<file path="src/rtl/config_bus_arbiter.sv">
// Round-robin arbiter that serialises NUM_REQ write-only Avalon-MM sequencers onto one shared bus.
// Optional XFER watchdog with sticky per-requester error flags: define CONFIG_ARB_TIMEOUT_EN.
module config_bus_arbiter #(
    parameter int NUM_REQ        = 4,
    parameter int ADDR_WIDTH     = 32,
    parameter int DATA_WIDTH     = 8,
    parameter int TIMEOUT_CYCLES = 1024
) (
    input  logic                          clock,
    input  logic                          reset_n,
    input  logic [NUM_REQ-1:0]            req_write,
    input  logic [NUM_REQ*ADDR_WIDTH-1:0] req_address,
    input  logic [NUM_REQ*DATA_WIDTH-1:0] req_writedata,
    output logic [NUM_REQ-1:0]            req_waitrequest,
    input  logic [NUM_REQ-1:0]            req_completed,
    input  logic                          amm_waitrequest,
    output logic                          amm_write,
    output logic [ADDR_WIDTH-1:0]         amm_address,
    output logic [DATA_WIDTH-1:0]         amm_writedata,
    output logic [$clog2(NUM_REQ)-1:0]    grant,
    output logic                          all_completed,
    output logic [NUM_REQ-1:0]            timeout_err,
    output logic [1:0]                    dbg_state
);

    localparam int GW = $clog2(NUM_REQ);

    if (NUM_REQ < 2 || NUM_REQ > 8 || TIMEOUT_CYCLES < 1) begin : g_bad_param
        $error("config_bus_arbiter: NUM_REQ must be 2..8 and TIMEOUT_CYCLES >= 1");
    end

    typedef enum logic [1:0] {
        S_IDLE = 2'd0,
        S_XFER = 2'd1,
        S_ACK  = 2'd2
    } state_t;

    state_t                r_state, w_state_nxt;
    logic [GW-1:0]         r_grant, w_grant_nxt;
    logic [GW-1:0]         r_last_grant, w_last_grant_nxt;
    logic [GW-1:0]         w_winner;
    logic                  w_found;
    logic                  r_amm_write, w_amm_write_nxt;
    logic [ADDR_WIDTH-1:0] r_amm_address, w_amm_address_nxt;
    logic [DATA_WIDTH-1:0] r_amm_writedata, w_amm_writedata_nxt;
    logic                  r_all_completed;
    logic [ADDR_WIDTH-1:0] w_addr_arr [NUM_REQ];
    logic [DATA_WIDTH-1:0] w_data_arr [NUM_REQ];

`ifdef CONFIG_ARB_TIMEOUT_EN
    localparam int            CW      = $clog2(TIMEOUT_CYCLES + 1);
    localparam logic [CW-1:0] TO_LAST = CW'(TIMEOUT_CYCLES - 1);
    logic [CW-1:0]      r_xfer_cnt, w_xfer_cnt_nxt;
    logic [NUM_REQ-1:0] r_timeout_err, w_timeout_err_nxt;
`endif

    for (genvar g = 0; g < NUM_REQ; g++) begin : g_unpack
        assign w_addr_arr[g] = req_address[g*ADDR_WIDTH +: ADDR_WIDTH];
        assign w_data_arr[g] = req_writedata[g*DATA_WIDTH +: DATA_WIDTH];
    end

    function automatic logic [GW-1:0] rr_index(input logic [GW-1:0] base, input int off);
        int sum;
        sum = int'(base) + off;
        if (sum >= NUM_REQ) sum = sum - NUM_REQ;
        return sum[GW-1:0];
    endfunction

    // Search starts one past the last winner so a held request is served within NUM_REQ transfers.
    always_comb begin
        w_found  = 1'b0;
        w_winner = r_last_grant;
        for (int off = 1; off <= NUM_REQ; off++) begin
            if (!w_found && req_write[rr_index(r_last_grant, off)]) begin
                w_found  = 1'b1;
                w_winner = rr_index(r_last_grant, off);
            end
        end
    end

    // Handshake: amm_write is valid, ~amm_waitrequest is ready; a beat transfers on a clock where both
    // hold. Towards requesters, req_waitrequest low for one cycle means that requester's write was taken.
    always_comb begin
        w_state_nxt         = r_state;
        w_grant_nxt         = r_grant;
        w_last_grant_nxt    = r_last_grant;
        w_amm_write_nxt     = r_amm_write;
        w_amm_address_nxt   = r_amm_address;
        w_amm_writedata_nxt = r_amm_writedata;
`ifdef CONFIG_ARB_TIMEOUT_EN
        w_xfer_cnt_nxt      = r_xfer_cnt;
        w_timeout_err_nxt   = r_timeout_err;
`endif
        case (r_state)
            S_IDLE: begin
                if (w_found) begin
                    w_state_nxt         = S_XFER;
                    w_grant_nxt         = w_winner;
                    w_last_grant_nxt    = w_winner;
                    w_amm_write_nxt     = 1'b1;
                    w_amm_address_nxt   = w_addr_arr[w_winner];
                    w_amm_writedata_nxt = w_data_arr[w_winner];
`ifdef CONFIG_ARB_TIMEOUT_EN
                    w_xfer_cnt_nxt      = '0;
`endif
                end
            end
            S_XFER: begin
                if (!amm_waitrequest) begin
                    w_amm_write_nxt = 1'b0;
                    w_state_nxt     = S_ACK;
                end
`ifdef CONFIG_ARB_TIMEOUT_EN
                else if (r_xfer_cnt == TO_LAST) begin
                    // Release the stuck requester so its sequence can carry on.
                    w_amm_write_nxt            = 1'b0;
                    w_timeout_err_nxt[r_grant] = 1'b1;
                    w_state_nxt                = S_ACK;
                end else begin
                    w_xfer_cnt_nxt = r_xfer_cnt + CW'(1);
                end
`endif
            end
            S_ACK:   w_state_nxt = S_IDLE;
            default: w_state_nxt = S_IDLE;
        endcase
    end

    always_ff @(posedge clock or negedge reset_n) begin
        if (!reset_n) begin
            r_state         <= S_IDLE;
            r_grant         <= '0;
            r_last_grant    <= GW'(NUM_REQ - 1);
            r_amm_write     <= 1'b0;
            r_amm_address   <= '0;
            r_amm_writedata <= '0;
            r_all_completed <= 1'b0;
`ifdef CONFIG_ARB_TIMEOUT_EN
            r_xfer_cnt      <= '0;
            r_timeout_err   <= '0;
`endif
        end else begin
            r_state         <= w_state_nxt;
            r_grant         <= w_grant_nxt;
            r_last_grant    <= w_last_grant_nxt;
            r_amm_write     <= w_amm_write_nxt;
            r_amm_address   <= w_amm_address_nxt;
            r_amm_writedata <= w_amm_writedata_nxt;
            r_all_completed <= (&req_completed) && (r_state == S_IDLE) && (req_write == '0);
`ifdef CONFIG_ARB_TIMEOUT_EN
            r_xfer_cnt      <= w_xfer_cnt_nxt;
            r_timeout_err   <= w_timeout_err_nxt;
`endif
        end
    end

    always_comb begin
        req_waitrequest = '1;
        if (r_state == S_ACK) req_waitrequest[r_grant] = 1'b0;
    end

    assign amm_write     = r_amm_write;
    assign amm_address   = r_amm_address;
    assign amm_writedata = r_amm_writedata;
    assign grant         = r_grant;
    assign all_completed = r_all_completed;
    assign dbg_state     = r_state;
`ifdef CONFIG_ARB_TIMEOUT_EN
    assign timeout_err   = r_timeout_err;
`else
    assign timeout_err   = '0;
`endif

endmodule

</file>
<file path="config.mk">
export PLATFORM = sky130hd
export DESIGN_NAME = config_bus_arbiter
export DESIGN_NICKNAME = d
export VERILOG_FILES = /design/src/rtl/config_bus_arbiter.sv
export SDC_FILE = /design/constraint.sdc
export NUM_CORES = 1
export LEC_CHECK = 0
export ABC_AREA = 1
export BUFFER_PORTS_ARGS = -buffer_cell sky130_fd_sc_hd__buf_4
export CELL_PAD_IN_SITES_DETAIL_PLACEMENT = 1
export CELL_PAD_IN_SITES_GLOBAL_PLACEMENT = 1
export CORE_UTILIZATION = 25
export DETAILED_ROUTE_END_ITERATION = 7
export PLACE_DENSITY_LB_ADDON = 0.1
export SLEW_MARGIN = 20
export SYNTH_ARGS = -nofsm -noshare
export SYNTH_HDL_FRONTEND = slang
export SYNTH_SLANG_ARGS = --single-unit
export TNS_END_PERCENT = 1
</file>
<file path="constraint.sdc">
create_clock -name clock -period 4.5 [get_ports clock]
set_clock_uncertainty 0.05 [all_clocks]
set_input_delay 0.225 -clock clock [delete_from_list [all_inputs] [get_ports clock]]
set_output_delay 0.225 -clock clock [all_outputs]
set_load 0.01 [all_outputs]
</file>
-- Yosys cells after proc, flatten, opt, wreduce, memory -nomap -nowiden
Cells that the tools add are included.
- bitwise gates (word level): 2
- reduce and logical (&&, ||, !) cells: 16
- mux-type cells: 35
- $add $sub $neg: 8
- equality and inequality tests: 4
- magnitude comparators: 11
- operator list (cell ; number):
    $bmux 32 s2 ; 1
    $mux 32 ; 2
    $mux 2 ; 10
    $bmux 8 s2 ; 1
    $mux 8 ; 2
    $lt 2x3->1 const B ; 5
    $ge 3x3->1 const B ; 4
    $mux 1 ; 11
    $bmux 1 s2 ; 4
    $sub 2x1->2 const B ; 4
    $add 2x2->3 const B ; 2
    $logic_and 1x1->1 ; 6
    $add 2x3->4 const B ; 1
    $ge 4x3->1 const B ; 1
    $logic_not 4->1 ; 1
    $mux 4 ; 1
    $ne 2x2->1 const B ; 2
    $not 4->4 ; 1
    $pmux 2 s2 ; 1
    $reduce_and 2->1 ; 2
    $reduce_and 4->1 ; 1
    $add 2x1->3 const B ; 1
    $logic_not 1->1 ; 3
    $not 2->3 ; 1
    other kinds (8) ; 8
- register bits: 48
- logic and storage cells: 83
- input port bits: 171

-- Longest topological paths before layout
- word-level depth: 19
- mapped depth: 15
- depth with buffers taken out: 14

-- Worst setup path after synthesis
OpenSTA, ideal clock, no wires.
- path type: register -> register
- from: register r_last_grant[0]
- to: register r_amm_address[10] (netlist: amm_address[10])
- cell stages (with the launch flop): 16
- library setup time: 118 ps
- period minus slack after synthesis: 1836 ps
- arrival time: 1668 ps
- buffers on the path: 2
- slack: 2664 ps
- cells stage by stage: dfstp_2 buf_4 nand2_1 nand2_1 nand2_1 nand2_2 nand2_2 nand2_1 nand2_2 nand2_2 buf_6 nand2_1 nand2_1 nand2_1 nand3_1 nand2_1
- longest elaborated chain between the ends: 19
- elaborated cells between the ends (all ways): 43
- ends and longest elaborated chain (what ; line ; RTL):
    start, declared ; 40 ; logic [GW-1:0] r_last_grant, w_last_grant_nxt;
    start signal, assigned ; 133 ; r_last_grant <= GW'(NUM_REQ - 1);
    start signal, assigned ; 145 ; r_last_grant <= w_last_grant_nxt;
    $add 2x1->3 ; 64 ; sum = int'(base) + off;
    $ge 3x3->1 or $sub 2x1->2 (tied branches) ; 65 ; if (sum >= NUM_REQ) sum = sum - NUM_REQ;
    $mux 2 ; 65 ;
    $bmux 1 s2 ; 74 ; if (!w_found && req_write[rr_index(r_last_grant, off)]) begin
    $mux 1 (not written as such) ; 74 ;
    $mux 1 ; 74 ;
    $logic_not 1->1 ; 74 ;
    $logic_and 1x1->1 ; 74 ;
    (+2 left out) ; - ;
    $logic_and 1x1->1 ; 74 ;
    $mux 1 ; 74 ;
    $logic_not 1->1 ; 74 ;
    $logic_and 1x1->1 ; 74 ;
    $mux 2 ; 74 ;
    $not 2->3 (not written as such) ; 101 ; w_amm_address_nxt = w_addr_arr[w_winner];
    $bmux 32 s2 ; 101 ;
    $mux 32 (not written as such) (2 in a row) ; 101 ;
    end signal, assigned ; 147 ; r_amm_address <= w_amm_address_nxt;
    end, declared ; 44 ; logic [ADDR_WIDTH-1:0] r_amm_address, w_amm_address_nxt;
Several ways; a longest one is shown, not always the timed one. The select of a mux whose other input is x is not followed.
A chain may end at the register's enable or synchronous reset.

-- Worst setup path in the final report
- from: register r_last_grant[0]
- to: register r_amm_address[30] (netlist: amm_address[30])
The elaborated chain is that of the path after synthesis.

==> metrics.yaml <==
run_status:
  outcome: "complete, no violations"
clock_network:
  htreeDepth: 2
  cts_buffers: 5
  clkSinkCount: 48
  cts-resized-gates: 0
  root_buffer: "clkbuf_16"
  path_clk_slew_ps: 80
  cts_buffer_depth: 2
  clock_latency_ps: 310
  cts_tree: "yes"
setup_path:
  cp.arrival_ps: 3370
  worstRegToRegCells: 14
  worst-r2r-setup-slack_ps: 1340
  cp_data_required_time_ps: 4700
  worstPathMaxFanout: 41
  criticalPathCategory: "reg -> reg"
  cp-start-kind: "flop"
  cp-end-kind: "flop"
min_path:
  min_path_type: "in -> reg"
  worstHoldPathCells: 2
timing:
  post-route-period-util_pct: 70.3
  slew_violations: 0
  worst_pin_slew_ps: 1010
  min_period_ps: 3160
  fin_hold_ws_ps: 26.4
  max_freq_mhz: 316
  grt_setup_unrepaired: "false"
  setup_violations: 0
  relSlewSlack_pct: 32.6
  hold_viol: 0
  setup_tns_ps: 0
cells_and_area:
  final_nets: 979
  layout_common_cells: "nand2_1 (232), buf_4 (226), nand3_1 (172)"
  n_antenna_cell: 0
  area_growth_pct: 48.2
  drive_above_1_share_pct: 31.3
  regArea_um2: 1200
  fillers: 1933
  final_cells: 997
  layout_commonest_cell: "nand2_1"
  multi_input_area_um2: 2220
  finalInstanceArea_um2: 5720
synthesis:
  synthArstFlopShare_pct: 100
  synthDominantCellAreaShare_pct: 29.8
  postSynthCellCount: 621
  synth_seq_area_share_pct: 31.2
  synth_enable_flop_cells: 0
  netlist_area_um2: 3860
  yosysWarnings: 0
  synth-seq-cells: 48
  synth.largest_area_cell: "dfrtp_1"
  ys.flop_type: "dfrtp_1"
  ys_types: 23
  syn_avg_cell_area_um2: 6.22
  synth_area_leaders: "dfrtp_1 (30%), nand2_1 (23%), nand3_1 (22%)"
pwr:
  p_switching_uw: 2690
  clkPwrFrac_pct: 9.4
  p_int_uw: 2120
  powerDensity_nw_per_um2: 841
  combPwrFrac_pct: 73.3
  p_leak_uw: 0.00320
  ir_drop_mv: 0.434
  switching_share_pct: 55.9
  total_power_uw: 4810
  seqPwrFrac_pct: 17.3
placement:
  postPlaceCellArea_um2: 5540
  io_buffers: 220
  globalplace.congestion: 0.818
  dp_cells: 988
  dpl.hpwl_mm: 11.4
floorplanning:
  num_rows: 45
  core_area_um2: 15100
  die_w_um: 126
  initial_utilization_pct: 25.5
  num_io_pins: 225
  fp.dieArea_um2: 15900
  dieHeight_um: 126
route:
  drt_iter0_drc: 185
  final_antenna_net_count: 0
  drc_errors: 0
  vias: 4886
  vias_per_cell: 4.90
  wl_mm: 16.7
  routedWlPerCell_um: 16.7
  first_pass_iters: 5
grt:
  antenna_found_initial: 0
  gr-total-overflow: 0
  grt_pass1_vias: 4966
  grt_pass1_wl_mm: 26.3
  grtUsageTotal_pct: 21.1
  grt_max_degree: 81
job:
  cap_violations: 0
## power groups by stage
stage / registers, uW / logic, uW / clock network (uW)
after CTS: 831 / 3620 / 471
after global placement: 828 / 3510 / 0
after global routing: 861 / 4000 / 488
after detailed placement: 831 / 3610 / 0
after floorplan: 892 / 2400 / 0
final: 831 / 3530 / 452
## area by class of cell
type                    count  area share (%)
multi-input cells         475            38.7
repair buffers            227            29.8
flip-flops and latches     48            21.0
well taps                 188            4.11
inverters                  51            3.35
clock buffers               5            2.19
clock inverters             3           0.743
## what timing repair did
item,CTS,global route
hold endpoints to repair,46,0
hold buffers,1,0
setup buffers,0,0
setup endpoints to repair,0,0
## synth_stat cells (2+ instances only)
cell type / count
nand2_1: 232
dfstp_2: 2
dfrtp_1: 46
nand2_2: 9
inv_1: 46
buf_6: 4
nor2_1: 3
buf_4: 5
buf_1: 4
nor4_1: 2
a21oi_1: 2
nand4_1: 2
inv_2: 4
nand3b_1: 40
buf_2: 32
clkbuf_1: 5
nand3_1: 173
o21ai_0: 5
## metal layers
metal	up-vias	global-route usage (%)	part of all wire [%]
met5	-	0	0
met4	0	5.10	1.3
met3	13	5.99	7.2
met2	175	36.4	47
met1	2329	25.8	44
li1	2369	-	-
## flip-flops by register name, indices dropped and copies added, names as in the netlist
signal,flops
amm_address,32
grant,2
r_last_grant,2
dbg_state,2
all_completed,1
amm_writedata,8
amm_write,1
## kinds of logic (layout without fill, tap and decap cells)
logic type,Yosys count,count (layout),share of synthesized area [%]
AOI/OAI and AO/OA,8,8,1.04
buffers and inverters,101,286,12.1
other,1,4,0.0972
DFF,48,48,31.2
and+or+nand+nor,463,463,55.6
## worst max-delay path: stages (launching register included)
cell and delay, ps:
dfstp_2 690, inv_2 160, nand2_1 90, nand2_1 100
nand2_2 120, nand2_2 90, inv_2 90, nand2_1 70
nand2_2 400, nand2_2 670, nand2_1 250, nand2_1 80
nand2_1 60, nand3_1 80, nand2_1 80
## final timing paths
kind	start	endpoint
worst min-delay path	amm_waitrequest	dbg_state[1]
max in group asynchronous	reset_n	dbg_state[1]
worst min register to register	amm_address[27]	amm_address[27]
min in group asynchronous	reset_n	amm_address[13]
worst max register to register	r_last_grant[0]	amm_address[30]
worst max-delay path	r_last_grant[0]	amm_address[30]
## through the flow
step                      setup slack (ps)  util, %
after floorplan                       2660        -
after global placement                1450     36.6
after detailed placement              1290     36.6
after CTS                             1270     37.8
after global routing                   988     37.8
final                                 1340     37.8
(Power assumes the default switching activity.)
